## src/rtl/inst_fetch.sv

```systemverilog
// Instruction fetch sequencer: owns the program counter, fetches one word per
// req/ack handshake and delivers it to the instruction register as a one-cycle load.
module inst_fetch #(
    parameter int ADDR_W   = 16,
    parameter int DATA_W   = 16,
    parameter int RESET_PC = 0,
    parameter int MAX_WAIT = 15
) (
    input  logic              clk,
    input  logic              rst,
    input  logic              fetch_en,
    input  logic              branch_valid,
    input  logic [ADDR_W-1:0] branch_target,
    output logic              mem_req,
    output logic [ADDR_W-1:0] mem_addr,
    input  logic              mem_ack,
    input  logic [DATA_W-1:0] mem_rdata,
    output logic              ir_load,
    output logic [DATA_W-1:0] ir_data,
    output logic [ADDR_W-1:0] pc,
    output logic              busy,
    output logic              fetch_err
);

    localparam int CNT_W = $clog2(MAX_WAIT + 1);

    typedef enum logic [1:0] {
        IDLE,
        REQ,
        LOAD,
        ERR
    } state_t;

    state_t            state_reg, state_next;
    logic [ADDR_W-1:0] pc_reg, pc_next;
    logic [ADDR_W-1:0] mem_addr_reg, mem_addr_next;
    logic              mem_req_reg, mem_req_next;
    logic              ir_load_reg, ir_load_next;
    logic [DATA_W-1:0] ir_data_reg, ir_data_next;
    logic              busy_reg, busy_next;
    logic              fetch_err_reg, fetch_err_next;
    logic [CNT_W-1:0]  wait_reg, wait_next;
    logic              flush_reg, flush_next;
    logic              start_req;

    always_ff @(posedge clk or negedge rst) begin
        if (!rst) begin
            state_reg     <= IDLE;
            pc_reg        <= ADDR_W'(RESET_PC);
            mem_addr_reg  <= ADDR_W'(RESET_PC);
            mem_req_reg   <= 1'b0;
            ir_load_reg   <= 1'b0;
            ir_data_reg   <= '0;
            busy_reg      <= 1'b0;
            fetch_err_reg <= 1'b0;
            wait_reg      <= '0;
            flush_reg     <= 1'b0;
        end else begin
            state_reg     <= state_next;
            pc_reg        <= pc_next;
            mem_addr_reg  <= mem_addr_next;
            mem_req_reg   <= mem_req_next;
            ir_load_reg   <= ir_load_next;
            ir_data_reg   <= ir_data_next;
            busy_reg      <= busy_next;
            fetch_err_reg <= fetch_err_next;
            wait_reg      <= wait_next;
            flush_reg     <= flush_next;
        end
    end

    always_comb begin
        state_next     = state_reg;
        pc_next        = pc_reg;
        mem_addr_next  = mem_addr_reg;
        mem_req_next   = mem_req_reg;
        ir_load_next   = 1'b0;
        ir_data_next   = ir_data_reg;
        busy_next      = busy_reg;
        fetch_err_next = fetch_err_reg;
        wait_next      = wait_reg;
        flush_next     = flush_reg;
        start_req      = 1'b0;

        case (state_reg)
            IDLE: begin
                if (branch_valid) begin
                    pc_next = branch_target;
                end else if (fetch_en) begin
                    start_req = 1'b1;
                end
            end
            REQ: begin
                if (mem_ack) begin
                    mem_req_next = 1'b0;
                    busy_next    = 1'b0;
                    flush_next   = 1'b0;
                    if (branch_valid || flush_reg) begin
                        // Word belongs to the abandoned path; pc already points at the target.
                        if (branch_valid) begin
                            pc_next = branch_target;
                        end
                        state_next = IDLE;
                    end else begin
                        ir_data_next = mem_rdata;
                        ir_load_next = 1'b1;
                        pc_next      = pc_reg + ADDR_W'(1);
                        state_next   = LOAD;
                    end
                end else begin
                    if (branch_valid) begin
                        pc_next    = branch_target;
                        flush_next = 1'b1;
                    end
                    if (wait_reg == CNT_W'(MAX_WAIT - 1)) begin
                        mem_req_next   = 1'b0;
                        busy_next      = 1'b0;
                        fetch_err_next = 1'b1;
                        flush_next     = 1'b0;
                        state_next     = ERR;
                    end else begin
                        wait_next = wait_reg + CNT_W'(1);
                    end
                end
            end
            LOAD: begin
                if (branch_valid) begin
                    pc_next    = branch_target;
                    state_next = IDLE;
                end else if (fetch_en) begin
                    start_req = 1'b1;
                end else begin
                    state_next = IDLE;
                end
            end
            ERR: begin
                if (branch_valid) begin
                    pc_next        = branch_target;
                    fetch_err_next = 1'b0;
                    state_next     = IDLE;
                end
            end
            default: state_next = IDLE;
        endcase

        if (start_req) begin
            mem_addr_next = pc_reg;
            mem_req_next  = 1'b1;
            busy_next     = 1'b1;
            wait_next     = '0;
            state_next    = REQ;
        end
    end

    assign mem_req   = mem_req_reg;
    assign mem_addr  = mem_addr_reg;
    assign ir_load   = ir_load_reg;
    assign ir_data   = ir_data_reg;
    assign pc        = pc_reg;
    assign busy      = busy_reg;
    assign fetch_err = fetch_err_reg;

endmodule

```

## config.mk

```make
export PLATFORM = sky130hd
export DESIGN_NAME = inst_fetch
export DESIGN_NICKNAME = d
export VERILOG_FILES = /design/src/rtl/inst_fetch.sv
export SDC_FILE = /design/constraint.sdc
export NUM_CORES = 1
export LEC_CHECK = 0
export ABC_AREA = 1
export CAP_MARGIN = 20
export CORE_ASPECT_RATIO = 1.4
export CORE_MARGIN = 1
export CORE_UTILIZATION = 28
export CTS_CLUSTER_SIZE = 40
export DETAILED_ROUTE_END_ITERATION = 8
export HOLD_SLACK_MARGIN = 0.08
export PLACE_DENSITY_LB_ADDON = 0.3
export SLEW_MARGIN = 20
export SYNTH_ARGS = -nofsm -noshare
export SYNTH_HDL_FRONTEND = slang
export SYNTH_SLANG_ARGS = --single-unit
```

## constraint.sdc

```tcl
create_clock -name clk -period 1.77 [get_ports clk]
set_input_delay 0.2655 -clock clk [delete_from_list [all_inputs] [get_ports clk]]
set_output_delay 0.2655 -clock clk [all_outputs]
set_load 0.02 [all_outputs]
```

==> flow_summary.toml <==
[global_route]
antenna_found_initial = 0
grt_max_degree = 59
grt_pass1_vias = 2571
grt_remaining_overflow = 0
grt_pass1_wl_um = 12300
grtUsageTotal = 0.154

[timing]
setup-tns-final_ns = 0
finalHoldViolCount = 0
worst_slew_pin_slew_ns = 0.441
slew_headroom = 0.706
timing.final.crit_share = 0.957
setup_ws_ns = 0.0761
finalSetupViolCount = 0
max_freq_ghz = 0.590
rsz0062_at_grt = "no"
drv_slew = 0
clock_skew_ns = 0.00424
min_period_ns = 1.69

[floorplanning]
core_sq_um = 9950
fp.dieArea_sq_um = 10700
start_util = 0.288
fp.dieH_um = 122
die_w_um = 87.6
io_pins = 89
placementRows = 43

[cts]
cts_made_buffers = 9
cts_buffer_depth = 2
cts.htree.levels = 3
path_clk_slew_ns = 0.05
cts_root_buf = "clkbuf_16"
cts_setup_buffers = 0
cts_tree = "built"
clk_latency_ns = 0.33
cts_sinks = 58

[synthesis]
syn_avg_cell_area_sq_um = 7.93
synth_top_area_frac = 0.505
synth-seq-area-share = 0.505
yosysTopAreaCell = "dfrtp_1"
yosysWarnings = 0
syn_inst = 362
synthTopCellsByCount = "nand2_1, dfrtp_1, o21ai_0"
synth_area_sq_um = 2870
synth_area_leaders = "dfrtp_1, nand2_1, o21ai_0"
synth_enable_flop_cells = 0
ys_ff_latch = 58
synthFlopType = "dfrtp_1"
synth-async-reset-ratio = 1.00
ys_types = 24
synth.most_common_cell = "nand2_1"
syn_nets = 406

[power]
power.density_nw_per_um2 = 1600
total_power_mw = 6.81
power.leakage_nw = 2.03
vdd_drop_max_uv = 632

[status]
outcome = "finished, final reports clean"

[setup_path]
cp.required_ns = 1.50
worstPathMaxFanout = 6
max_stage_delay_ns = 0.65
r2r_slack_ns = 0.15
crit_type = "reg2out"
cp_cell_sequence = "clkdlybuf4s50_1"
slowest_stage = "clkdlybuf4s50_1"
cp_top_family = "buffers and inverters"
r2r-start = "state_reg[1]"
end_kind = "output port"
path_buf_inv = 1
start_kind = "flop"
r2r_cells = 8
r2r_end = "pc[7]"
critPathArrivalTime_ns = 1.43
crit_cells = 1

[detailed_routing]
viasPerCell = 4.46
firstDrtPassIters = 4
wl_per_cell_um = 12.7
wl_um = 7570
num_vias = 2662
ant_nets = 0
drt-initial-drc-count = 171
drc_errors = 0

[placed_design]
port-buffer-count = 88
place_inst = 580
dp_slack_ns = 0.0652
place_hpwl_um = 5600
gp_congestion = 0.822

[min_path]
hp-class = "reg2reg"
holdPathStages = 2
worstHoldStart = "ir_data[10]"
min_delay_worst_endpoint = "ir_data[10]"

[final_layout]
syn_to_final_growth_pct = 48.4
diodes = 0
stdcell_count = 597
drive_above_1_share = 0.0693
fin_nets = 501

[run]
cap_violations = 0
## report_power, final
group	total (mW)	switching, mW	internal (mW)
Clock	1.74	0.581	1.16
Combinational	2.79	1.50	1.29
Sequential	2.27	0.422	1.85
## worst reg2reg max path, delay by kind of cell (launching register included)
| kind | cells | cell delay (ns) |
|---|---|---|
| flops | 1 | 0.43 |
| buf+inv | 3 | 0.42 |
| simple gates | 2 | 0.27 |
| fa+ha+maj | 1 | 0.22 |
| compound gates | 2 | 0.16 |
## kinds of logic (layout without fill, tap and decap cells)
| group | count (synthesis) | count (layout) | synth area share |
|---|---|---|---|
| adder cells (fa/ha/maj) | 7 | 7 | 0.0305 |
| XOR/XNOR | 4 | 4 | 0.0122 |
| AND/OR/NAND/NOR | 190 | 190 | 0.268 |
| AO/OA/AOI/OAI | 57 | 57 | 0.112 |
| flip-flops | 58 | 58 | 0.505 |
| buffers and inverters | 46 | 146 | 0.0723 |
## worst max path at each step
stage / from / endpoint / slack (ns)
6_report: pc[1] / pc[1] / 0.08
5_1_grt: state_reg[0] / mem_addr[2] / 0.005
3_3_place_gp: branch_valid / pc[9] / 0.08
3_5_place_dp: branch_valid / pc[7] / 0.07
4_1_cts: pc[2] / pc[2] / 0.03
2_1_floorplan: pc[1] / pc[8] / 0.32
## stage by stage
step	hold WS [ns]	util	instance area, sq um
2_1_floorplan	-0.0301	-	2870
3_3_place_gp	0.296	0.396	3950
3_5_place_dp	0.299	0.396	3950
4_1_cts	0.470	0.428	4260
5_1_grt	0.493	0.428	4260
6_report	0.467	0.428	4260
## layer usage
layer / vias to the layer above / global-route usage / share of wire
li1: 1340 / - / -
met1: 1233 / 0.193 / 0.43
met2: 72 / 0.235 / 0.47
met3: 17 / 0.0542 / 0.061
met4: 0 / 0.0758 / 0.035
met5: - / 0 / 0
## placed cells by master (no fill, tap or decap), types with 2 or more instances in the layout
cell,instances
inv_1,31
ha_1,6
buf_12,4
a21oi_1,7
xor2_1,4
dfrtp_1,58
buf_4,5
nor2_1,22
nand2_1,138
o21ai_0,33
clkdlybuf4s50_1,86
o21ai_1,4
nand3_1,23
clkbuf_1,3
o211ai_1,10
clkbuf_16,9
nand2_2,3
clkbuf_8,2
## layout make-up
| type | instances | area [sq um] |
|---|---|---|
| Timing Repair Buffer | 98 | 1010 |
| Tap cell | 135 | 169 |
| Fill cell | 991 | 5690 |
| Sequential cell | 58 | 1450 |
| Inverter | 32 | 120 |
| Clock inverter | 2 | 35.0 |
| Multi-Input combinational cell | 258 | 1210 |
| Clock buffer | 14 | 264 |
## repair_timing
| action | 4_1_cts | 5_1_grt |
|---|---|---|
| hold buffers | 1 | 0 |
| endpoints found under the hold margin | 58 | 0 |
| gates resized for setup | 0 | 2 |
| setup endpoints to repair | 0 | 3 |
No activity file was read; power rests on OpenSTA's default activity.
